File: config.mk
export PLATFORM = sky130hd
export DESIGN_NAME = y86_run_monitor
export DESIGN_NICKNAME = d
export VERILOG_FILES = /design/src/rtl/y86_pkg.sv /design/src/rtl/y86_sat_counter.sv /design/src/rtl/y86_run_monitor.sv
export SDC_FILE = /design/constraint.sdc
export NUM_CORES = 1
export LEC_CHECK = 0
export CORE_UTILIZATION = 25
export CTS_CLUSTER_DIAMETER = 200
export DETAILED_ROUTE_END_ITERATION = 10
export MAX_ROUTING_LAYER = met4
export PLACE_DENSITY = 0.42
export SYNTH_ARGS = -nofsm -noshare
export SYNTH_HDL_FRONTEND = slang
export SYNTH_SLANG_ARGS = --single-unit
export TNS_END_PERCENT = 10
File: constraint.sdc
create_clock -name clk -period 2.8 [get_ports clk]
set_input_delay 0.56 -clock clk [delete_from_list [all_inputs] [get_ports clk]]
set_output_delay 0.56 -clock clk [all_outputs]
set_load 0.02 [all_outputs]
File: src/rtl/y86_pkg.sv
// Shared constants for the Y86-64 run monitor.
//   - Core status codes (AOK/HLT/ADR/INS) as driven on the processor status bus.
//   - Monitor FSM state encoding (IDLE/RUN/DONE).
//   - Default width of the cycle counter.
package y86_pkg;

    localparam int unsigned CNT_W_DEFAULT = 32;

    localparam int unsigned STAT_AOK = 0;
    localparam int unsigned STAT_HLT = 1;
    localparam int unsigned STAT_ADR = 2;
    localparam int unsigned STAT_INS = 3;

    localparam logic [1:0] ST_IDLE = 2'd0;
    localparam logic [1:0] ST_RUN  = 2'd1;
    localparam logic [1:0] ST_DONE = 2'd2;

endpackage

File: src/rtl/y86_sat_counter.sv
// Saturating up-counter with synchronous clear and count enable.
// Ports:
//   clk  - clock, rising edge
//   rst  - asynchronous active-high reset, forces q to 0
//   clr  - synchronous clear; when combined with en the counter loads 1
//   en   - count enable; holds at all-ones instead of wrapping
//   q    - counter value
module y86_sat_counter #(
    parameter int unsigned W = 8
) (
    input  logic         clk,
    input  logic         rst,
    input  logic         clr,
    input  logic         en,
    output logic [W-1:0] q
);

    logic [W-1:0] base;
    logic [W-1:0] q_next;

    always_comb begin
        base   = clr ? '0 : q;
        q_next = base;
        if (en && (base != {W{1'b1}})) begin
            q_next = base + W'(1);
        end
    end

    always_ff @(posedge clk or posedge rst) begin
        if (rst) begin
            q <= '0;
        end else begin
            q <= q_next;
        end
    end

endmodule

File: src/rtl/y86_run_monitor.sv
// Run-control and termination monitor for a Y86-64 core.
// Arms on start, counts cycles in RUN, stops on a stable non-AOK status
// (held SETTLE consecutive cycles) or on the watchdog, and latches the verdict.
// Ports:
//   clk, rst      - clock, asynchronous active-high reset
//   start         - one-cycle pulse, arms from IDLE or DONE (ignored in RUN)
//   status        - core status: 0=AOK 1=HLT 2=ADR 3=INS
//   busy          - high in RUN
//   done          - high in DONE until start or reset
//   pass          - run ended on HLT without timeout
//   timeout       - run ended by the watchdog
//   final_status  - status accepted at termination, 0 on timeout
//   cycles        - cycles spent in RUN, frozen in DONE
// Optional feature: define Y86_MON_TRACE_EN for per-cycle simulation logging.
module y86_run_monitor
    import y86_pkg::*;
#(
    parameter int unsigned CNT_W   = CNT_W_DEFAULT,
    parameter int unsigned STAT_W  = 2,
    parameter int unsigned TIMEOUT = 1000,
    parameter int unsigned SETTLE  = 2
) (
    input  logic              clk,
    input  logic              rst,
    input  logic              start,
    input  logic [STAT_W-1:0] status,
    output logic              busy,
    output logic              done,
    output logic              pass,
    output logic              timeout,
    output logic [STAT_W-1:0] final_status,
    output logic [CNT_W-1:0]  cycles
);

    localparam bit               WD_EN   = (TIMEOUT != 0);
    localparam logic [CNT_W-1:0] WD_LAST = CNT_W'(TIMEOUT - 1);

    logic [1:0]        state;
    logic [1:0]        state_next;
    logic [STAT_W-1:0] last_status;
    logic [3:0]        settle;
    logic [4:0]        settle_next_val;

    logic in_run;
    logic arm;
    logic is_aok;
    logic restart;
    logic accept;
    logic watchdog;

    assign in_run  = (state == ST_RUN);
    assign arm     = start && !in_run;
    assign is_aok  = (status == STAT_W'(STAT_AOK));
    // A different non-AOK code while already settling starts a fresh window.
    assign restart = (settle != 4'd0) && (status != last_status);

    assign settle_next_val = restart ? 5'd1 : ({1'b0, settle} + 5'd1);
    assign accept          = in_run && !is_aok && (settle_next_val == 5'(SETTLE));
    // Terminal acceptance takes priority over the watchdog on the same edge.
    assign watchdog        = in_run && WD_EN && (cycles == WD_LAST) && !accept;

    y86_sat_counter #(
        .W (CNT_W)
    ) u_cycle_cnt (
        .clk (clk),
        .rst (rst),
        .clr (arm),
        .en  (in_run && !watchdog),
        .q   (cycles)
    );

    y86_sat_counter #(
        .W (4)
    ) u_settle_cnt (
        .clk (clk),
        .rst (rst),
        .clr (arm || (in_run && (is_aok || restart))),
        .en  (in_run && !is_aok),
        .q   (settle)
    );

    always_comb begin
        state_next = state;
        case (state)
            ST_IDLE: if (start) state_next = ST_RUN;
            ST_RUN:  if (accept || watchdog) state_next = ST_DONE;
            ST_DONE: if (start) state_next = ST_RUN;
            default: state_next = ST_IDLE;
        endcase
    end

    always_ff @(posedge clk or posedge rst) begin
        if (rst) begin
            state        <= ST_IDLE;
            last_status  <= '0;
            done         <= 1'b0;
            pass         <= 1'b0;
            timeout      <= 1'b0;
            final_status <= '0;
        end else begin
            state <= state_next;
            if (arm) begin
                last_status  <= '0;
                done         <= 1'b0;
                pass         <= 1'b0;
                timeout      <= 1'b0;
                final_status <= '0;
            end else if (in_run) begin
                last_status <= status;
                if (accept) begin
                    done         <= 1'b1;
                    pass         <= (status == STAT_W'(STAT_HLT));
                    timeout      <= 1'b0;
                    final_status <= status;
                end else if (watchdog) begin
                    done         <= 1'b1;
                    pass         <= 1'b0;
                    timeout      <= 1'b1;
                    final_status <= '0;
                end
            end
        end
    end

    assign busy = in_run;

`ifdef Y86_MON_TRACE_EN
    always @(posedge clk) begin
        if (!rst && in_run) begin
            $display("[y86_mon] cycle=%0d status=%0d", cycles, status);
            if (accept) begin
                $display("[y86_mon] end verdict=%s final_status=%0d cycles=%0d",
                         (status == STAT_W'(STAT_HLT)) ? "halt" : "error", status,
                         cycles + CNT_W'(1));
            end else if (watchdog) begin
                $display("[y86_mon] end verdict=timeout final_status=0 cycles=%0d", cycles);
            end
        end
    end
`endif

endmodule

=== Word level (Yosys, flattened, before mapping) ===
Index checks and enable logic that the tools add are counted.

* Add/sub/neg operators: 3
* Eq/ne operators: 10
* Mux-type cells: 25
* Reductions and logical operators: 25

{| class="wikitable"
|+ Operators by type and width
! operator !! count
|-
| $mux W32 || 2
|-
| $add A32 B1 Y32 const B || 1
|-
| $eq A32 B10 Y1 const B || 1
|-
| $ne A32 B32 Y1 const B || 1
|-
| $mux W2 || 8
|-
| $mux W1 || 11
|-
| $logic_and A1 B1 Y1 || 10
|-
| $mux W4 || 2
|-
| $add A4 B1 Y5 const B || 1
|-
| $eq A5 B2 Y1 const B || 1
|-
| $mux W5 || 1
|-
| $add A4 B1 Y4 const B || 1
|-
| $eq A2 B1 Y1 const B || 2
|-
| $logic_not A1 Y1 || 4
|-
| $logic_not A2 Y1 || 2
|-
| $ne A2 B1 Y1 const B || 2
|-
| $ne A4 B4 Y1 const B || 1
|-
| $pmux W2 S2 || 1
|-
| $reduce_and A2 Y1 || 2
|-
| $reduce_bool A4 Y1 || 1
|-
| $logic_or A1 B1 Y1 || 3
|-
| $reduce_bool A3 Y1 || 1
|-
| $eq A2 B2 Y1 const B || 1
|-
| $ne A2 B2 Y1 || 1
|-
| other kinds (2) || 2
|}

* Bits in registers: 45
* Bits of input ports: 5
* Output and inout bits: 38
* Word-level logic and storage cells: 71

=== Logic depth before layout (Yosys ltp) ===
* Depth after elaboration: 11
* Mapped depth: 12
* Gate-level depth less buffers: 10

=== By module ===
Synthesis repeated with hierarchy kept, for this count alone.

* Cells, all modules: 295
* Area total of the unflattened synthesis: 2777.7 um^2

{| class="wikitable"
|+ By module, submodules not included
! module !! times used !! cells each !! area an instance (um^2)
|-
| y86_sat_counter (u_cycle_cnt) || 1 || 198 || 1860.5
|-
| y86_run_monitor || 1 || 77 || 690.7
|-
| y86_sat_counter (u_settle_cnt) || 1 || 20 || 226.5
|}

=== Worst setup path after synthesis ===
Ideal clock, no wire load.

* Kind: input to register
* Start: in status[1]
* End: reg u_settle_cnt.q[1]
* Data arrival time: 2.349 ns
* Path slack: 0.326 ns
* Stages on the path: 8
* Path through: xor2_1 a2bb2oi_1 a2bb2oi_1 nor2_1 ha_1 and3_1 a21oi_1 mux2_2

* Longest elaborated chain between the ends: 9
* Elaborated cells between the ends (all ways): 13
* Classes of those cells: 1 x add/sub; 2 x eq/ne; 2 x mux; 8 x reduce/logical

{| class="wikitable"
|+ Ends and longest elaborated chain
! item !! line !! text
|-
| from (decl) || y86_run_monitor.sv:26 || <nowiki>input logic [STAT_W-1:0] status,</nowiki>
|-
| branches (longest 8 deep; another with $add A4 B1 Y4) || -- ||
|-
| $mux W4 (*) || y86_sat_counter.sv:24 || <nowiki>if (en && (base != {W{1'b1}})) begin</nowiki>
|-
| named net u_settle_cnt.q_next[1] || y86_sat_counter.sv:19 || <nowiki>logic [W-1:0] q_next;</nowiki>
|-
| to (signal assigned) || y86_sat_counter.sv:33 || <nowiki>q <= q_next;</nowiki>
|-
| to (decl) || y86_sat_counter.sv:15 || <nowiki>output logic [W-1:0] q</nowiki>
|}

Mark *: on every way through the listed nets, which the timed path passes.
A chain may end at the register's enable or synchronous reset.

=== Worst setup path in the final report ===
Ends and elaborated chain as after synthesis.

==> impl_metrics.py <==
metrics = {
    "sta": {
        "worst_hold_slack_ns": 0.491,
        "post-route-period-util_pct": 93.6,
        "finalHoldViolCount": 0,
        "drv_slew": 0,
        "slew_headroom_pct": 62.8,
        "rsz0062_at_grt": "no",
        "skew_ns": 0.00838,
        "finalSetupViolCount": 0,
        "tightest_slew_ns": 0.553,
        "period_minus_slack_ns": 2.62,
        "fmax_mhz": 382,
    },
    "logic_synthesis": {
        "synth_top_area_share_pct": 43.1,
        "synth_compound_area_share_pct": 19.9,
        "synth_top_flop_cell": "dfrtp_1",
        "synth_xor_area_share_pct": 3.69,
        "ys_types": 49,
        "synth_adder_area_share_pct": 1.92,
        "ys_warn_count": 0,
        "synth_top_family_by_area": "simple AND/OR/NAND/NOR gates",
        "syn_nets": 281,
        "synth_edf_count": 0,
        "avgSynthCellArea_um2": 9.60,
        "yosys.area_share.simple_pct": 24.6,
        "async_flop_share_pct": 100,
        "synth.area.top_cells": "dfrtp_1, nand2_1, nand3_1, or4_1, a21oi_1",
        "synth_mux_area_share_pct": 2.01,
        "synth-seq-cells": 45,
        "synth_top_area_cell": "dfrtp_1",
        "seq_area_frac_synth_pct": 43.1,
        "syn_inst": 272,
        "syn_area_mm2": 0.00261,
    },
    "cts": {
        "cts_setup_buffers": 0,
        "h-tree-depth": 2,
        "cts-buffers-inserted": 5,
        "cts.sinks": 45,
        "hold_buffers": 0,
        "clockBufferDepth": 2,
        "clk_latency_ns": 0.30,
        "cts.clk_slew.worst_paths_ns": 0.10,
        "cts_tree": "yes",
        "root_buffer": "clkbuf_8",
    },
    "routing": {
        "dr.first_iter.drc_count": 182,
        "dr.pass1.iters": 4,
        "wl_per_cell_um": 16.2,
        "antenna_left": 0,
        "wl_um": 7660,
        "via_count": 2397,
        "post_drt_via_cell_ratio": 5.06,
        "drc": 0,
    },
    "critical_path": {
        "reg2reg_to": "u_settle_cnt.q[1]",
        "cpMaxStageDelayCell": "clkdlybuf4s50_1",
        "cp-end-kind": "flop",
        "r2r_cells": 10,
        "critical_path.max_stage_delay_ns": 0.49,
        "start_kind": "primary input",
        "critPathMaxFanout": 3,
        "reg2reg_from": "state[0]",
        "criticalPathCategory": "in2reg",
        "worstPathRequired_ns": 3.00,
        "crit_chain": "clkdlybuf4s50_1 > xor2_1 > a2bb2oi_1 > a2bb2oi_2 > nor2_1 > ha_1 > and3_1 > a21oi_1 > mux2_2",
        "arrival_ns": 2.82,
        "ff2ff_setup_slack_ns": 0.43,
    },
    "placement": {
        "place_congestion": 0.829,
        "portBuffers": 42,
        "place_area_mm2": 0.00340,
        "dp_hpwl_um": 5480,
    },
    "global_route": {
        "antenna_found_initial": 0,
        "grt_overflow": 0,
        "grtUsageTotal_pct": 15.3,
        "grt_pass1_vias": 2414,
        "grt_pass1_wl_um": 13000,
        "grt_max_degree": 26,
    },
    "final_layout": {
        "final_cell_area_mm2": 0.00354,
        "antenna_cells": 0,
        "layout_common_cells": "dfrtp_1, clkdlybuf4s50_1, buf_4",
        "final_nets": 349,
        "syn_to_final_growth_pct": 35.5,
        "final_common_cell": "dfrtp_1",
        "drive_above_1_share_pct": 15.5,
        "fill_cells": 1004,
    },
    "die": {
        "rows": 36,
        "die_w_um": 104,
        "core_mm2": 0.00995,
        "boundaryPins": 43,
        "fp.dieH_um": 104,
        "die_area_mm2": 0.0109,
        "initial_core_util_pct": 26.2,
    },
    "worst_hold_path": {
        "hold_end": "state[1]",
        "hp-start": "state[1]",
        "min_path_cells": 1,
        "hold_path.class": "reg2reg",
    },
    "pwr": {
        "p_per_area_mw_per_mm2": 700,
        "ir_drop_uv": 342,
        "power.leakage_nw": 1.39,
    },
    "run": {
        "maxCapViolations": 0,
    },
    "outcome": {
        "status": "finished clean",
    },
}
stage by stage:
step	TNS, ns	instances	util (%)	setup slack, ns	power [mW]
after floorplan	0	272	-	0.326	1.44
after global placement	-0.517	466	34.2	-0.137	1.89
after detailed placement	-1.03	466	34.2	-0.223	1.89
after CTS	0	474	35.5	0.107	2.50
after global routing	0	474	35.6	0.0195	2.66
final	0	474	35.6	0.180	2.48
cells by family after synthesis:
group,after synthesis
buf+inv,27
xor+xnor,11
fa+ha+maj,4
mux,5
flops,45
compound gates,67
simple gates,113
critical path, delay by kind of cell:
| family | cells | cell delay, ns |
|---|---|---|
| and+or+nand+nor | 2 | 0.27 |
| AOI/OAI and AO/OA | 3 | 0.73 |
| adders and majority gates | 1 | 0.21 |
| buffers and inverters | 1 | 0.49 |
| muxes | 1 | 0.35 |
| xor gates and xnor gates | 1 | 0.20 |
state kept, by name, indices dropped and copies added (netlist names):
| register | count |
|---|---|
| last_status | 2 |
| pass | 1 |
| state | 2 |
| done | 1 |
| u_cycle_cnt.q | 32 |
| timeout | 1 |
| u_settle_cnt.q | 4 |
| final_status | 2 |
synthesized netlist by cell type, types with 2 or more instances:
library cell  instances
a21oi_1              15
nor4b_1               2
buf_6                 2
nand4_1               5
a2bb2oi_1             2
dfrtp_1              45
and4_1                5
nor4_1                5
o311ai_0              7
or4_1                11
o31ai_1              10
nand2_1              28
mux2i_1               3
clkbuf_1              7
xor2_1                5
a21o_1                2
o21ai_0               6
a211oi_1              3
nor3_1                6
nand3_1              18
buf_2                 4
inv_1                12
o22ai_1               2
and3_1                4
o41ai_1               8
or3_1                 6
nor2_1               12
xnor2_1               6
ha_1                  4
o211ai_1              4
a2111oi_4             2
and2_1                2
nand4_2               2
mux2_2                2
cell type report:
class | instances | area [µm²] | area share (%)
Multi-Input combinational cell | 200 | 1370 | 38.6
Sequential cell | 45 | 1130 | 31.8
Timing Repair Buffer | 76 | 701 | 19.8
Tap cell | 133 | 166 | 4.70
Clock buffer | 5 | 68.8 | 1.94
Clock inverter | 3 | 65.1 | 1.84
Inverter | 12 | 45.0 | 1.27
worst max path at each step:
stage / from / endpoint / slack (ns) / cells after the start
floorplan: status[1] / u_settle_cnt.q[1] / 0.33 / 8
global placement: status[1] / u_settle_cnt.q[1] / -0.14 / 9
detailed placement: status[1] / u_settle_cnt.q[1] / -0.22 / 9
CTS: status[1] / u_settle_cnt.q[1] / 0.11 / 9
global route: status[1] / u_settle_cnt.q[2] / 0.02 / 11
finish: status[1] / u_settle_cnt.q[1] / 0.18 / 9
power by group:
group          total, mW  leakage [nW]  internal [mW]  switching [mW]
clock              0.596        0.0681          0.355           0.241
combinational       1.05         0.714          0.448           0.605
sequential         0.829         0.612          0.744          0.0852
total               2.48          1.39           1.55           0.931
metal layers:
| metal | wire, µm | up-vias | global-route usage (%) |
|---|---|---|---|
| met5 | 0 | - | - |
| met1 | 3790 | 1154 | 22.0 |
| met4 | 42 | 0 | 3.06 |
| met2 | 3580 | 50 | 22.8 |
| li1 | - | 1189 | - |
| met3 | 254 | 4 | 2.26 |
what timing repair did:
action,CTS,global route
hold endpoints to repair,0,0
endpoints found under the setup margin,0,3
resized for setup,0,1
Note: power is estimated with default switching activity, not from simulation.
